`src/rtl/red_iterativa_serial_if.sv`:
```
// rtl/red_iterativa_serial_if.sv - handshake bundle for the bit-serial iterative cell evaluator
//
// Optional feature macro: ITER_CELLZ_EN (adds the per-cell z capture bus cell_z).
//
// Signals:
//   in_valid  / in_ready / in_data[WIDTH]  word input handshake
//   out_valid / out_ready / out_i / out_z  result output handshake
//   busy                                   evaluator not idle
//   cell_z[WIDTH]                          per-cell z (ITER_CELLZ_EN only)
//
// Modports:
//   master  word producer / result consumer
//   slave   evaluator
interface red_iterativa_serial_if #(
    parameter int WIDTH = 8
);
    logic             in_valid;
    logic             in_ready;
    logic [WIDTH-1:0] in_data;
    logic             out_valid;
    logic             out_ready;
    logic             out_i;
    logic             out_z;
    logic             busy;
`ifdef ITER_CELLZ_EN
    logic [WIDTH-1:0] cell_z;
`endif

    modport master (
        output in_valid,
        output in_data,
        output out_ready,
        input  in_ready,
        input  out_valid,
        input  out_i,
        input  out_z,
`ifdef ITER_CELLZ_EN
        input  cell_z,
`endif
        input  busy
    );

    modport slave (
        input  in_valid,
        input  in_data,
        input  out_ready,
        output in_ready,
        output out_valid,
        output out_i,
        output out_z,
`ifdef ITER_CELLZ_EN
        output cell_z,
`endif
        output busy
    );
endinterface

```
`src/rtl/red_iterativa_serial.sv`:
```
// rtl/red_iterativa_serial.sv - bit-serial evaluator of the initial/typical/final iterative cell network
//
// One WIDTH-bit word is shifted through a single registered cell, one bit per
// clock; the final-cell outputs I and Z are returned over a valid/ready
// handshake. Latency: out_valid rises WIDTH-1 clocks after the accept edge.
//
// Parameters:
//   WIDTH      word length / number of cells (>= 2)
//   MSB_FIRST  0: cell k consumes data[k]; 1: cell k consumes data[WIDTH-1-k]
//
// Optional feature macro: ITER_CELLZ_EN (captures z of every cell into cell_z).
//
// Ports:
//   clk    rising-edge clock
//   rst_n  asynchronous active-low reset
//   bus    red_iterativa_serial_if.slave (word in, result out, busy, cell_z)
module red_iterativa_serial #(
    parameter int WIDTH     = 8,
    parameter bit MSB_FIRST = 1'b0
) (
    input  logic                 clk,
    input  logic                 rst_n,
    red_iterativa_serial_if.slave bus
);

    localparam int                CNT_W    = $clog2(WIDTH) + 1;
    localparam logic [CNT_W-1:0]  CNT_ONE  = CNT_W'(1);
    localparam logic [CNT_W-1:0]  CNT_LAST = CNT_W'(WIDTH - 1);

    typedef enum logic [1:0] {
        IDLE = 2'd0,
        RUN  = 2'd1,
        DONE = 2'd2
    } state_t;

    state_t             state_q, state_d;
    logic [CNT_W-1:0]   cnt_q,   cnt_d;
    logic [WIDTH-1:0]   sr_q,    sr_d;
    logic               x_q,     x_d;
    logic               y_q,     y_d;
    logic               r_q,     r_d;
    logic               out_i_q, out_i_d;
    logic               out_z_q, out_z_d;
`ifdef ITER_CELLZ_EN
    logic [WIDTH-1:0]   cell_z_q, cell_z_d;
    logic               typ_z;
`endif

    // Bit fed to the init cell straight from the incoming word, and the bit
    // fed to later cells from the head of the shift register. The register is
    // loaded already advanced by one position, so its head is always the bit
    // for cell cnt.
    logic in_bit;
    logic cur_bit;
    logic fin_z;

    assign in_bit  = MSB_FIRST ? bus.in_data[WIDTH-1] : bus.in_data[0];
    assign cur_bit = MSB_FIRST ? sr_q[WIDTH-1]        : sr_q[0];

    assign fin_z = (x_q & cur_bit) | (r_q & ~cur_bit) | (y_q & ~r_q & cur_bit);
`ifdef ITER_CELLZ_EN
    assign typ_z = ~x_q & y_q & ~r_q;
`endif

    always_comb begin
        state_d = state_q;
        cnt_d   = cnt_q;
        sr_d    = sr_q;
        x_d     = x_q;
        y_d     = y_q;
        r_d     = r_q;
        out_i_d = out_i_q;
        out_z_d = out_z_q;
`ifdef ITER_CELLZ_EN
        cell_z_d = cell_z_q;
`endif

        case (state_q)
            IDLE: begin
                if (bus.in_valid) begin
                    sr_d    = MSB_FIRST ? (bus.in_data << 1) : (bus.in_data >> 1);
                    x_d     = in_bit;
                    y_d     = 1'b0;
                    r_d     = ~in_bit;
                    cnt_d   = CNT_ONE;
                    state_d = RUN;
`ifdef ITER_CELLZ_EN
                    cell_z_d = '0;
`endif
                end
            end

            RUN: begin
                sr_d = MSB_FIRST ? (sr_q << 1) : (sr_q >> 1);
                if (cnt_q == CNT_LAST) begin
                    out_i_d = r_q ^ y_q;
                    out_z_d = fin_z;
                    state_d = DONE;
`ifdef ITER_CELLZ_EN
                    cell_z_d[WIDTH-1] = fin_z;
`endif
                end else begin
                    x_d   = ~x_q & cur_bit & (~r_q | ~y_q);
                    y_d   = (x_q & ~y_q & ~r_q) | (~x_q & y_q & r_q);
                    r_d   = ~cur_bit;
                    cnt_d = cnt_q + CNT_ONE;
`ifdef ITER_CELLZ_EN
                    // z of a typical cell depends only on its incoming state.
                    for (int k = 1; k < WIDTH - 1; k++) begin
                        if (cnt_q == CNT_W'(k)) begin
                            cell_z_d[k] = typ_z;
                        end
                    end
`endif
                end
            end

            DONE: begin
                // A word offered in this same cycle is not taken; the
                // producer sees in_ready on the following IDLE cycle.
                if (bus.out_ready) begin
                    state_d = IDLE;
                end
            end

            default: begin
                state_d = IDLE;
            end
        endcase
    end

    always_ff @(posedge clk or negedge rst_n) begin
        if (!rst_n) begin
            state_q <= IDLE;
            cnt_q   <= '0;
            sr_q    <= '0;
            x_q     <= 1'b0;
            y_q     <= 1'b0;
            r_q     <= 1'b0;
            out_i_q <= 1'b0;
            out_z_q <= 1'b0;
`ifdef ITER_CELLZ_EN
            cell_z_q <= '0;
`endif
        end else begin
            state_q <= state_d;
            cnt_q   <= cnt_d;
            sr_q    <= sr_d;
            x_q     <= x_d;
            y_q     <= y_d;
            r_q     <= r_d;
            out_i_q <= out_i_d;
            out_z_q <= out_z_d;
`ifdef ITER_CELLZ_EN
            cell_z_q <= cell_z_d;
`endif
        end
    end

    assign bus.in_ready  = (state_q == IDLE);
    assign bus.out_valid = (state_q == DONE);
    assign bus.busy      = (state_q != IDLE);
    assign bus.out_i     = out_i_q;
    assign bus.out_z     = out_z_q;
`ifdef ITER_CELLZ_EN
    assign bus.cell_z    = cell_z_q;
`endif

endmodule
```
`src/flat_wrapper.sv`:
```
// flat-port wrapper written by rule: the top's interface ports become plain ports
module red_iterativa_serial_flat 
#(
    parameter int WIDTH     = 8,
    parameter bit MSB_FIRST = 1'b0
)
  (clk, rst_n, bus_in_valid, bus_in_data, bus_out_ready, bus_in_ready, bus_out_valid, bus_out_i, bus_out_z, bus_busy);
  red_iterativa_serial_if #(.WIDTH(WIDTH)) bus_i ();
  input  logic clk;
  input  logic rst_n;
  input wire logic [$bits(bus_i.in_valid)-1:0] bus_in_valid;
  input wire logic [$bits(bus_i.in_data)-1:0] bus_in_data;
  input wire logic [$bits(bus_i.out_ready)-1:0] bus_out_ready;
  output wire logic [$bits(bus_i.in_ready)-1:0] bus_in_ready;
  output wire logic [$bits(bus_i.out_valid)-1:0] bus_out_valid;
  output wire logic [$bits(bus_i.out_i)-1:0] bus_out_i;
  output wire logic [$bits(bus_i.out_z)-1:0] bus_out_z;
  output wire logic [$bits(bus_i.busy)-1:0] bus_busy;
  assign bus_i.in_valid = bus_in_valid;
  assign bus_i.in_data = bus_in_data;
  assign bus_i.out_ready = bus_out_ready;
  assign bus_in_ready = bus_i.in_ready;
  assign bus_out_valid = bus_i.out_valid;
  assign bus_out_i = bus_i.out_i;
  assign bus_out_z = bus_i.out_z;
  assign bus_busy = bus_i.busy;
  red_iterativa_serial #(.WIDTH(WIDTH), .MSB_FIRST(MSB_FIRST)) u_core (.clk(clk), .rst_n(rst_n), .bus(bus_i));
endmodule
```
`config.mk`:
```
export PLATFORM = sky130hd
export DESIGN_NAME = red_iterativa_serial_flat
export DESIGN_NICKNAME = d
export VERILOG_FILES = /design/src/rtl/red_iterativa_serial_if.sv /design/src/rtl/red_iterativa_serial.sv /design/src/flat_wrapper.sv
export SDC_FILE = /design/constraint.sdc
export NUM_CORES = 1
export LEC_CHECK = 0
export CAP_MARGIN = 20
export CELL_PAD_IN_SITES_DETAIL_PLACEMENT = 0
export CELL_PAD_IN_SITES_GLOBAL_PLACEMENT = 1
export CORE_ASPECT_RATIO = 0.75
export CORE_MARGIN = 3
export CORE_UTILIZATION = 38
export DETAILED_ROUTE_END_ITERATION = 10
export PLACE_DENSITY_LB_ADDON = 0.1
export SLEW_MARGIN = 5
export SYNTH_ARGS = -nofsm -noshare
export SYNTH_HDL_FRONTEND = slang
export SYNTH_SLANG_ARGS = --single-unit
```
`constraint.sdc`:
```
create_clock -name clk -period 1.9 [get_ports clk]
set_input_delay 0.38 -clock clk [delete_from_list [all_inputs] [get_ports clk]]
set_output_delay 0.38 -clock clk [all_outputs]
set_load 0.02 [all_outputs]
```
---- Word-level counts from Yosys, hierarchy flattened ----
Index checks and enable logic that the tools add are counted.
storage, ports and cells
  flip-flop bits (word level) ............. 19
  output and inout port bits .............. 5
  input port bits ......................... 12
  word-level logic and storage cells ...... 61
cells by class
  mux-type cells .......................... 18
  eq/ne operators ......................... 7
  bitwise gates (word level) .............. 20
  add/subtract/negate cells ............... 1
  reduce and logical (&&, ||, !) cells .... 7
operators with widths
  cell                                                                     number
  8-bit case mux with 2 select lines                                       1
  1-bit bitwise AND                                                        10
  4-bit two-way mux                                                        2
  8-bit two-way mux                                                        1
  4-bit case mux with 2 select lines                                       1
  1-bit two-way mux                                                        6
  2-bit two-way mux                                                        3
  2-bit inequality test, second input constant                             3
  1-bit case mux with 2 select lines                                       3
  2-bit case mux with 3 select lines                                       1
  3-bit AND reduction                                                      2
  1-bit NOT                                                                5
  4-bit by 1-bit adder with 4-bit output, second input constant            1
  4-bit by 3-bit equality test with 1-bit output, second input constant    1
  1-bit OR                                                                 4
  2-bit AND reduction                                                      2
  2-bit nonzero test                                                       2
  2-bit by 1-bit equality test with 1-bit output, second input constant    1
  2-bit equality test, second input constant                               1
  2-bit logical NOT                                                        1
  2-bit by 1-bit inequality test with 1-bit output, second input constant  1
  1-bit XOR                                                                1

---- Logic depth before layout (Yosys ltp) ----
  depth after elaboration ................. 6
  depth in mapped cells ................... 5
  gate-level depth less buffers ........... 5

---- Worst setup path before layout ----
OpenSTA, ideal clock, no wires.
  path type ............................... flip-flop to output port
  from .................................... register u_core.state_q[0]
  to ...................................... output bus_in_ready
  slack ................................... 0.330 ns
  cell stages (with the launch flop) ...... 5
  required time ........................... 1.520 ns
  buffers on the path ..................... 2
  data arrival time ....................... 1.190 ns
  cell sequence ........................... dfrtp_1 > buf_4 > clkbuf_1 > or2_2 > inv_1
between the ends
  word-level cells in the longest chain between the ends .. 1
ends and longest elaborated chain
  item                    RTL line                     RTL
  from (decl)             red_iterativa_serial.sv:36   state_t state_q, state_d;
  from (signal assigned)  red_iterativa_serial.sv:146  state_q <= state_d;
  2-bit logical NOT       red_iterativa_serial.sv:160  assign bus.in_ready = (state_q == IDLE);
  to (decl)               flat_wrapper.sv:14           output wire logic [$bits(bus_i.in_ready)-1:0] bus_in_ready;
No other way between the ends.

---- Final worst setup path ----
  from .................................... register u_core.state_q[1]
  to ...................................... output bus_in_ready
Same word-level chain as after synthesis.

==> results.cfg <==
[floorplanning]
io_pins = 17
fp.dieW_um = 63.5
dieArea_um2 = 3120
start_util = 0.433
coreArea_um2 = 2170
num_rows = 14
die_h_um = 49.1

[global_routing]
grt_antenna_before_repair = 0
first_global_vias = 736
grt_overflow = 0
grt_pass1_wl_mm = 3.46
grt_util_met2 = 0.220
grtUsageTotal = 0.144
grt_max_degree = 19
globalRouteMet1Util = 0.193
top_usage_layer = met2
grt.met3_usage = 0.0461

[final_layout]
layout.nets = 134
antenna_cells = 0
layout-drive-gt1-share = 0.120
fin_util = 0.547
fillerInstances = 214
areaGrowthSynthToFinish_pct = 26.3

[synth]
async_flop_share = 1.00
synthXorXnorAreaFrac = 0
ys_seq_area_frac = 0.479
synth_edf_count = 0
syn_nets = 111
yosys.area_share.adder = 0.0399
yosys.area.top_type = dfrtp_1
syn_area_per_cell_um2 = 9.80
yosys_warnings = 0
synth_compound_area_frac = 0.198
yosys-top-cells-area = dfrtp_1 48%, o21ai_0 8.0%, ha_1 4.0%, nand2_1 4.0%, and3b_1 3.7%
synth_seq_cells = 18
synth_top_area_share = 0.479
synth_top_family_by_area = simple AND/OR/NAND/NOR gates
synth_flop_cell = dfrtp_1
synth_commonest_cells = 18 x dfrtp_1, 15 x o21ai_0, 10 x nand2_1
yosysMostFrequentCell = dfrtp_1
synth.area.mux_share = 0.0346
yosys.area_share.simple = 0.199
synth.distinct_cells = 30
syn_area_um2 = 941
synth_cells = 96

[hold_path]
hold_class = primary input to async pin

[placed_design]
io_buffers = 16
place_congestion = 0.749
pre_cts_ws_ns = -0.0620
dpl.hpwl_mm = 1.43

[clock_tree]
cts_hold_buf = 0
cts_tree = built
h-tree-depth = 1
post_cts_buffers = 0
clkSinkCount = 18
numCtsBuffers = 3
clk_path_buf_depth = 2
clock_tree.root_cell = clkbuf_4
insertion_delay_ns = 0.31
clkTransAtPathRegs_ns = 0.11

[worst_setup_path]
cp-end-kind = output port
worstPathArrival_ns = 1.37
worst-setup-path-type = flop to output port
cp.required_ns = 1.52
r2r-start = u_core.cnt_q[0]$_DFFE_PN0P_
rrSetupSlack_ns = 0.32
cp_max_fo = 2
r2r_end = u_core.cnt_q[1]$_DFFE_PN0P_
cp-start-kind = flop
r2r_cells = 4

[sta]
fin_crit_ns = 1.75
rsz0062_at_grt = no
fin_ws_ns = 0.151
max_slew_margin = 0.736
drv_slew = 0
worst_pin_slew_ns = 0.395
fin_crit_sh = 0.920
skew_ns = 0.0101
setup_viol = 0
tns_ns = 0
max_freq_ghz = 0.572
hold_viol_final = 0

[routing]
vias_per_cell = 5.07
wl_per_cell_um = 13.4
ant_nets = 0
firstDrtPassIters = 4
routed_wl_mm = 2.00
drt_iter0_drc = 13
routed-via-count = 756
drc = 0

[power]
p_clk_frac = 0.128
pwr-share-comb = 0.452
p_leak_nw = 0.579
powerDensity_nw_per_um2 = 1310
swShare = 0.383
pwr-share-seq = 0.420
vdd_drop_max_mv = 0.605
internal-power_uw = 963
p_sw_uw = 597

[run]
drv_cap = 0

[run_status]
status = completed
-- critical path, cell delays in order (launching register included) --
cell and delay [ns]:
dfrtp_1 0.39, or2_2 0.30, inv_1 0.05, dlygate4sd2_1 0.32
-- metal layers --
layer  up-vias  share of wire
met5         -              0
met4         0         0.0065
met3         2          0.046
met2        12           0.42
met1       355           0.53
li1        387              -
-- sequential cells by signal, summed over array words and instances (netlist names) --
register          count
u_core.cnt_q          4
u_core.y_q            1
u_core.bus.out_i      1
u_core.bus.out_z      1
u_core.r_q            1
u_core.x_q            1
u_core.sr_q           7
u_core.state_q        2
-- layout make-up --
type                    instances  area (um2)  area share
clock buffers                   3        22.5      0.0189
inverters                       7        26.3      0.0221
multi-input cells              67         448       0.377
flip-flops and latches         18         450       0.379
well taps                      32        40.0      0.0337
repair buffers                 22         201       0.169
-- how the worst max path moves through the flow --
stage                                   from                          end  cells past startpoint
2_1_floorplan  u_core.state_q[0]$_DFFE_PN0P_                 bus_in_ready                      4
3_3_place_gp                    bus_in_valid  u_core.cnt_q[3]$_DFFE_PN0P_                      5
3_5_place_dp                    bus_in_valid  u_core.cnt_q[3]$_DFFE_PN0P_                      5
4_1_cts        u_core.state_q[1]$_DFFE_PN0P_                 bus_in_ready                      3
5_1_grt        u_core.state_q[1]$_DFFE_PN0P_                bus_out_valid                      4
6_report       u_core.state_q[1]$_DFFE_PN0P_                 bus_in_ready                      3
-- through the flow --
| step | instance area, um2 | power [mW] | std cells | hold WS [ns] |
|---|---|---|---|---|
| floorplan | 941 | 1.13 | 96 | 0.0844 |
| global placement | 1170 | 1.37 | 146 | 0.477 |
| detailed placement | 1170 | 1.38 | 146 | 0.482 |
| CTS | 1180 | 1.57 | 149 | 0.405 |
| global route | 1190 | 1.71 | 149 | 0.413 |
| finish | 1190 | 1.56 | 149 | 0.391 |
-- power groups by stage --
stage | registers [mW] | logic (mW) | clock network, mW
final | 0.655 | 0.705 | 0.200
after global routing | 0.681 | 0.807 | 0.224
after CTS | 0.653 | 0.712 | 0.207
after detailed placement | 0.659 | 0.717 | 0
after global placement | 0.660 | 0.710 | 0
after floorplan | 0.661 | 0.472 | 0
-- cells by family (layout without fill, tap and decap cells) --
logic type | count (synthesis) | after routing
simple gates | 31 | 31
compound gates | 30 | 30
flops | 18 | 18
buf+inv | 11 | 32
fa+ha+maj | 3 | 3
mux | 3 | 3
-- what timing repair did --
action / 4_1_cts / 5_1_grt
endpoints found under the hold margin: 0 / 0
setup endpoints to repair: 3 / 1
gates resized for setup: 3 / 1
-- layout by cell type (no fill, tap or decap), types with 2 or more instances in the layout --
cell             count
a22oi_1              3
ha_1                 3
o21ai_0             15
nand2_1             10
clkbuf_4             3
inv_1                7
nor2_1               4
dfrtp_1             18
dlygate4sd2_1        3
clkdlybuf4s50_1     13
buf_4                6
nand2b_1             2
a21oi_1              4
nor2b_1              2
nor3b_1              3
a211o_1              2
and3b_1              4
mux2_2               2
(Power assumes the default switching activity.)
